## config.mk

```make
export PLATFORM = sky130hd
export DESIGN_NAME = mem_access_unit
export DESIGN_NICKNAME = d
export VERILOG_FILES = /design/src/rtl/mem_access_unit.sv
export SDC_FILE = /design/constraint.sdc
export NUM_CORES = 1
export LEC_CHECK = 0
export ABC_AREA = 1
export CORE_MARGIN = 8
export CORE_UTILIZATION = 23
export DETAILED_ROUTE_END_ITERATION = 6
export SYNTH_ARGS = -nofsm -noshare
export SYNTH_HDL_FRONTEND = slang
export SYNTH_SLANG_ARGS = --single-unit
```

## constraint.sdc

```tcl
create_clock -name clk -period 2.26 [get_ports clk]
set_input_delay 0.452 -clock clk [delete_from_list [all_inputs] [get_ports clk]]
set_output_delay 0.452 -clock clk [all_outputs]
set_load 0.05 [all_outputs]
```

## src/rtl/mem_access_unit.sv

```systemverilog
// LC-3b MAR/MDR memory-access unit: clocked MAR/MDR, req/ack handshake to memory,
// byte lanes, bounded wait with timeout and word-alignment check.
module mem_access_unit #(
    parameter int DATA_W  = 16,
    parameter int ADDR_W  = 16,
    parameter int TIMEOUT = 15
) (
    input  logic                     clk,
    input  logic                     reset,
    input  logic                     ld_mar,
    input  logic                     ld_mdr,
    input  logic                     mem_start,
    input  logic                     r_w,
    input  logic                     byte_mode,
    input  logic [DATA_W-1:0]        bus_in,
    output logic [ADDR_W-1:0]        mar_out,
    output logic [DATA_W-1:0]        mdr_out,
    output logic [DATA_W-1:0]        mdr_byte,
    output logic                     R,
    output logic                     busy,
    output logic                     err,
    output logic                     mem_req,
    output logic                     mem_we,
    output logic [ADDR_W-1:0]        mem_addr,
    output logic [DATA_W-1:0]        mem_wdata,
    output logic [DATA_W/8-1:0]      mem_wmask,
    input  logic [DATA_W-1:0]        mem_rdata,
    input  logic                     mem_ack
);

    localparam int LANES = DATA_W / 8;
    localparam int LSB_W = $clog2(LANES);
    localparam int CNT_W = 8;

    typedef enum logic [1:0] {
        S_IDLE,
        S_REQ,
        S_WAIT,
        S_DONE
    } state_t;

    state_t             state;
    logic [ADDR_W-1:0]  mar;
    logic [DATA_W-1:0]  mdr;
    logic [CNT_W-1:0]   cnt;
    logic               byte_q;
    logic               we_q;
    logic               r_q;
    logic               err_q;
    logic               busy_q;
    logic               req_q;
    logic [ADDR_W-1:0]  mar_nxt;
    logic [LSB_W-1:0]   lane;
    logic [7:0]         sel;

    // A load coinciding with start must be seen by the alignment check
    assign mar_nxt = ld_mar ? bus_in[ADDR_W-1:0] : mar;
    assign lane    = mar[LSB_W-1:0];

    always_ff @(posedge clk or negedge reset) begin
        if (!reset) begin
            state  <= S_IDLE;
            mar    <= '0;
            mdr    <= '0;
            cnt    <= '0;
            byte_q <= 1'b0;
            we_q   <= 1'b0;
            r_q    <= 1'b0;
            err_q  <= 1'b0;
            busy_q <= 1'b0;
            req_q  <= 1'b0;
        end else begin
            r_q   <= 1'b0;
            err_q <= 1'b0;
            unique case (state)
                S_IDLE: begin
                    if (ld_mar) mar <= bus_in[ADDR_W-1:0];
                    if (ld_mdr) mdr <= bus_in;
                    if (mem_start) begin
                        byte_q <= byte_mode;
                        if (!byte_mode && mar_nxt[LSB_W-1:0] != '0) begin
                            state <= S_DONE;
                            r_q   <= 1'b1;
                            err_q <= 1'b1;
                        end else begin
                            state  <= S_REQ;
                            busy_q <= 1'b1;
                            req_q  <= 1'b1;
                            we_q   <= r_w;
                        end
                    end
                end
                S_REQ: begin
                    cnt   <= '0;
                    state <= S_WAIT;
                end
                S_WAIT: begin
                    cnt <= cnt + 1'b1;
                    // Ack is tested first so it wins over a same-cycle timeout
                    if (mem_ack || cnt == CNT_W'(TIMEOUT - 1)) begin
                        if (mem_ack && !we_q) mdr <= mem_rdata;
                        state  <= S_DONE;
                        r_q    <= 1'b1;
                        err_q  <= !mem_ack;
                        busy_q <= 1'b0;
                        req_q  <= 1'b0;
                        we_q   <= 1'b0;
                    end
                end
                S_DONE: begin
                    state <= S_IDLE;
                end
                default: state <= S_IDLE;
            endcase
        end
    end

    always_comb begin
        sel      = mdr[8*lane +: 8];
        mdr_byte = {{(DATA_W-8){sel[7]}}, sel};
    end

    assign mar_out   = mar;
    assign mdr_out   = mdr;
    assign R         = r_q;
    assign err       = err_q;
    assign busy      = busy_q;
    assign mem_req   = req_q;
    assign mem_we    = we_q;
    assign mem_addr  = {mar[ADDR_W-1:LSB_W], {LSB_W{1'b0}}};
    assign mem_wdata = byte_q ? {LANES{mdr[7:0]}} : mdr;
    assign mem_wmask = byte_q ? (LANES'(1) << lane) : {LANES{1'b1}};

endmodule
```

Word-level counts from Yosys, hierarchy flattened

Index checks and enable logic that the tools add are counted.

$add $sub $neg: 1
Equal/unequal tests: 9
Shift operators: 2
Mux-type cells: 25
Reductions and logical operators: 14

Operator list:

| operator                                                               | count |
|---|---|
| 16-bit two-way mux                                                     | 4 |
| 16-bit case mux with 2 select lines                                    | 1 |
| 8-bit case mux with 2 select lines                                     | 1 |
| 16-bit by 5-bit indexed part select with 8-bit output                  | 1 |
| 1-bit two-way mux                                                      | 10 |
| 2-bit != test (second input constant)                                  | 5 |
| 8-bit by 1-bit adder with 8-bit output (second input constant)         | 1 |
| 8-bit by 4-bit equality test with 1-bit output (second input constant) | 1 |
| 2-bit two-way mux                                                      | 4 |
| 1-bit case mux with 2 select lines                                     | 4 |
| 2-bit case mux with 4 select lines                                     | 1 |
| 4-bit AND reduction                                                    | 2 |
| 2-bit AND reduction                                                    | 3 |
| 2-bit equality test (second input constant)                            | 2 |
| 2-bit nonzero test                                                     | 2 |
| 1-bit zero test                                                        | 3 |
| 2-bit by 1-bit equality test with 1-bit output (second input constant) | 1 |
| 1-bit logical AND                                                      | 2 |
| 2-bit zero test                                                        | 1 |
| 1-bit by 1-bit << shifter with 2-bit output (first input constant)     | 1 |
| 1-bit logical OR                                                       | 1 |

Register bits after elaboration: 47
Input bits: 40

Logic depth before layout (Yosys ltp)

Word-level depth: 5
Mapped depth: 9
Mapped depth without buffers: 9

Worst setup path after synthesis

No wires, ideal clock.

Path kind: reg-to-output
Start point: register mar[0], in the netlist mar_out[0]
End point: output mdr_byte[10]
Arrival: 2.742 ns
Data required time: 1.808 ns
Slack: -0.934 ns
Cell stages (with the launch flop): 4
Path buffers: 2
Path through: dfrtp_1 -> clkbuf_1 -> o21ai_0 -> buf_4

Longest elaborated chain between the ends: 1

RTL lines:

| element                                               | RTL line | text |
|---|---|---|
| start, declared                                       | 43       | `logic [ADDR_W-1:0] mar;` |
| start signal, assigned                                | 77       | `if (ld_mar) mar <= bus_in[ADDR_W-1:0];` |
| 16-bit by 5-bit indexed part select with 8-bit output | 119      | `sel = mdr[8*lane +: 8];` |
| end, declared                                         | 18       | `output logic [DATA_W-1:0] mdr_byte,` |

Every way passes these cells.

Worst setup path after layout

Start point: register mar[0], in the netlist mar_out[0]
End point: output mdr_byte[13]

Same word-level chain as after synthesis.

==> metrics.csv <==
metric;value;unit
outcome;finished, final reports clean;
IO Pins;127;
CTS tree;built;
crit path DAT;1.54;ns
Pins Over Slew Limit;0;
die area;0.0152;mm²
1st-iter DRT viols;178;
CP max FO;20;
CP Class;flip-flop to primary output;
flop-to-flop setup slack;0.63;ns
post-route DRC violation count;0;
Synth area leaders;dfrtp_1 (44%), nand2_1 (14%), o21ai_0 (12%), buf_4 (10%), inv_1 (7.1%);
area fraction in compound gates after synthesis;14.8;%
GRT Total Usage;10.8;%
Post-Synth Simple-Gate Area;19.5;%
hold_buf cts;0;
Worst EP required;1.81;ns
largest net degree at the start of global routing;36;
initial antenna violation count;0;
Hold Crit Class;primary input to async pin;
M1 WL;3530;µm
worst path bufs/invs;2;
Yosys top cell area share;44.4;%
Syn. warnings;0;
largest family of logic cells by synthesized area;simple AND/OR/NAND/NOR gates;
Tcrit/Tclk final;88.3;%
Hold WS;0.169;ns
mux cell area share after synthesis;0;%
crit-path leading delay family;buffers and inverters;
Clock Skew;0.00657;ns
cell chain of the critical path;buf_4 > nand2_1 > o21ai_4 > buf_12;
# Post-CTS Setup Buffers;0;
Vias;2484;
gp weighted congestion;0.800;
Mapped Cells;353;
Die Height;123;µm
vias in the first global route;2487;
Seq/Total Area, Yosys;44.4;%
Synth Area in XOR/XNOR;0.331;%
Initial DRT Pass Iterations;4;
Final Setup Violations;0;
Inserted Clock Buffers;5;
clk buf depth;2;
Place WS;0.337;ns
CP startpoint kind;flip-flop;
post-cts repair resize count;0;
Post-DP HPWL;6790;µm
#FFs+latches synth;47;
P&R area growth vs syn;56.5;%
vias per inst;4.23;
CTS sink cnt;47;
final hold vios;0;
htree depth;2;
Syn Std Cell Area;0.00265;mm²
RSZ-0062 raised after global routing;false;
maxcap violations;0;
Layout Nets;487;
# rows;39;
Die Span X;123;µm
share of layout cells above drive strength 1;10.4;%
Synth Net Count;397;
Max Fclk;501;MHz
DR top layer;met4;
IO buf count;125;
Synth area leader;dfrtp_1;
Synth Area in Adders;1.89;%
post-layout min period;2.00;ns
clk slew on worst S/H paths;0.07;ns
slew margin rel.;56.2;%
CP max-delay cell;dfrtp_2;
DRT Wirelength;8490;µm
# diodes;0;
GRT Residual Overflow;0;
synthesized area per cell;7.50;µm²
fin cells;587;
DRT antenna net count;0;
Initial Utilization;23.4;%
first-pass GRT wire length;12900;µm
routed wl met2;4170;µm
PnR worst setup slack;0.264;ns
CTS Root Cell;clkbuf_16;
slowest stage delay, CP;0.38;ns
Worst-Skew Late Latency;0.29;ns
routed length on met3;687;µm
Inst Count DP;579;
WL per Instance;14.5;µm
Distinct cells, synth;23;
Worst Setup End Kind;primary output;
worst slew pin tran;0.654;ns
total core area;0.0113;mm²
[synthesized netlist by cell type]
cell type	number
o21ai_0	66
clkbuf_2	1
or2_1	1
nor3b_1	1
conb_1	1
a21oi_1	7
o31ai_1	1
nor2_1	12
dfrtp_1	47
nand2_1	98
nor3_4	1
nand4_1	4
inv_1	50
xor2_1	1
nand3_1	4
clkbuf_1	9
nor2_2	2
buf_2	1
ha_1	4
nor3_1	3
a31oi_1	2
buf_4	36
o21ai_1	1
[layout by cell type, fill, tap and decap left out, types with 2 or more instances in the layout]
| master | netlist | layout |
|---|---|---|
| nand2_1 | 98 | 98 |
| clkdlybuf4s50_1 | 0 | 97 |
| o21ai_0 | 66 | 57 |
| inv_1 | 50 | 50 |
| dfrtp_1 | 47 | 46 |
| buf_12 | 0 | 18 |
| buf_4 | 36 | 14 |
| nor2_1 | 12 | 12 |
| o21ai_1 | 1 | 9 |
| a21oi_1 | 7 | 7 |
| clkbuf_16 | 0 | 5 |
| nand3_1 | 4 | 4 |
| nand4_1 | 4 | 4 |
| ha_1 | 4 | 4 |
| nor3_1 | 3 | 3 |
| nor2_2 | 2 | 2 |
| a31oi_1 | 2 | 2 |
[per-layer routing]
metal	up-vias	GRT usage, %
met5	-	0
met4	0	2.33
met3	6	3.06
met2	86	19.3
met1	1142	12.7
li1	1250	-
[sequential cells by signal, summed over array words and instances, names as in the netlist]
name and cells:
mar_out 16, mdr_out 16, cnt 8, state 2, R 1, byte_q 1, err 1, mem_req 1
mem_we 1
[logic make-up after synthesis]
logic type | count (synthesis)
and+or+nand+nor | 126
xor gates and xnor gates | 1
buffers and inverters | 97
other | 1
adders and majority gates | 4
DFF | 47
AOI/OAI and AO/OA | 77
[path summary, 6_finish.rpt]
| check | start | to | depth (start not counted) |
|---|---|---|---|
| max | mar_out[0]$_DFFE_PN0P_ | mdr_byte[13] | 4 |
| min | reset | mdr_out[9]$_DFFE_PN0P_ | 1 |
| max reg2reg | state[1]$_DFFE_PN0P_ | cnt[5]$_DFFE_PN0P_ | 7 |
| min reg2reg | mem_req$_DFFE_PN0P_ | mem_req$_DFFE_PN0P_ | 2 |
| max in group asynchronous | reset | mar_out[0]$_DFFE_PN0P_ | 2 |
| min in group clk | mem_req$_DFFE_PN0P_ | mem_req$_DFFE_PN0P_ | 2 |
[metrics by stage]
| stage | utilization, % | area, µm² | TNS (ns) |
|---|---|---|---|
| after floorplan | - | 2650 | -0.309 |
| after global placement | 35.0 | 3960 | 0 |
| after detailed placement | 35.0 | 3960 | 0 |
| after CTS | 36.5 | 4140 | 0 |
| after global routing | 36.6 | 4140 | 0 |
| final | 36.6 | 4140 | 0 |
[worst reg2reg max path: stages, from the launching register on]
cell and delay, ns:
dfrtp_1 0.37, inv_1 0.05, ha_1 0.39, nand2_1 0.10, nor3b_1 0.35, nand3_1 0.13
nand2_1 0.09, nor2_1 0.04
[cell type report]
class                      count  area (µm²)
fill                        1164        7180
inverter                      50         188
sequential                    47        1180
clock buffer                   6         139
timing repair buffer         130        1440
tap                          143         179
multi-input combinational    209         980
clock inverter                 2        38.8
Power is not shown: default switching activity piles up to over one toggle a cycle in this logic, so the estimate is an artifact.
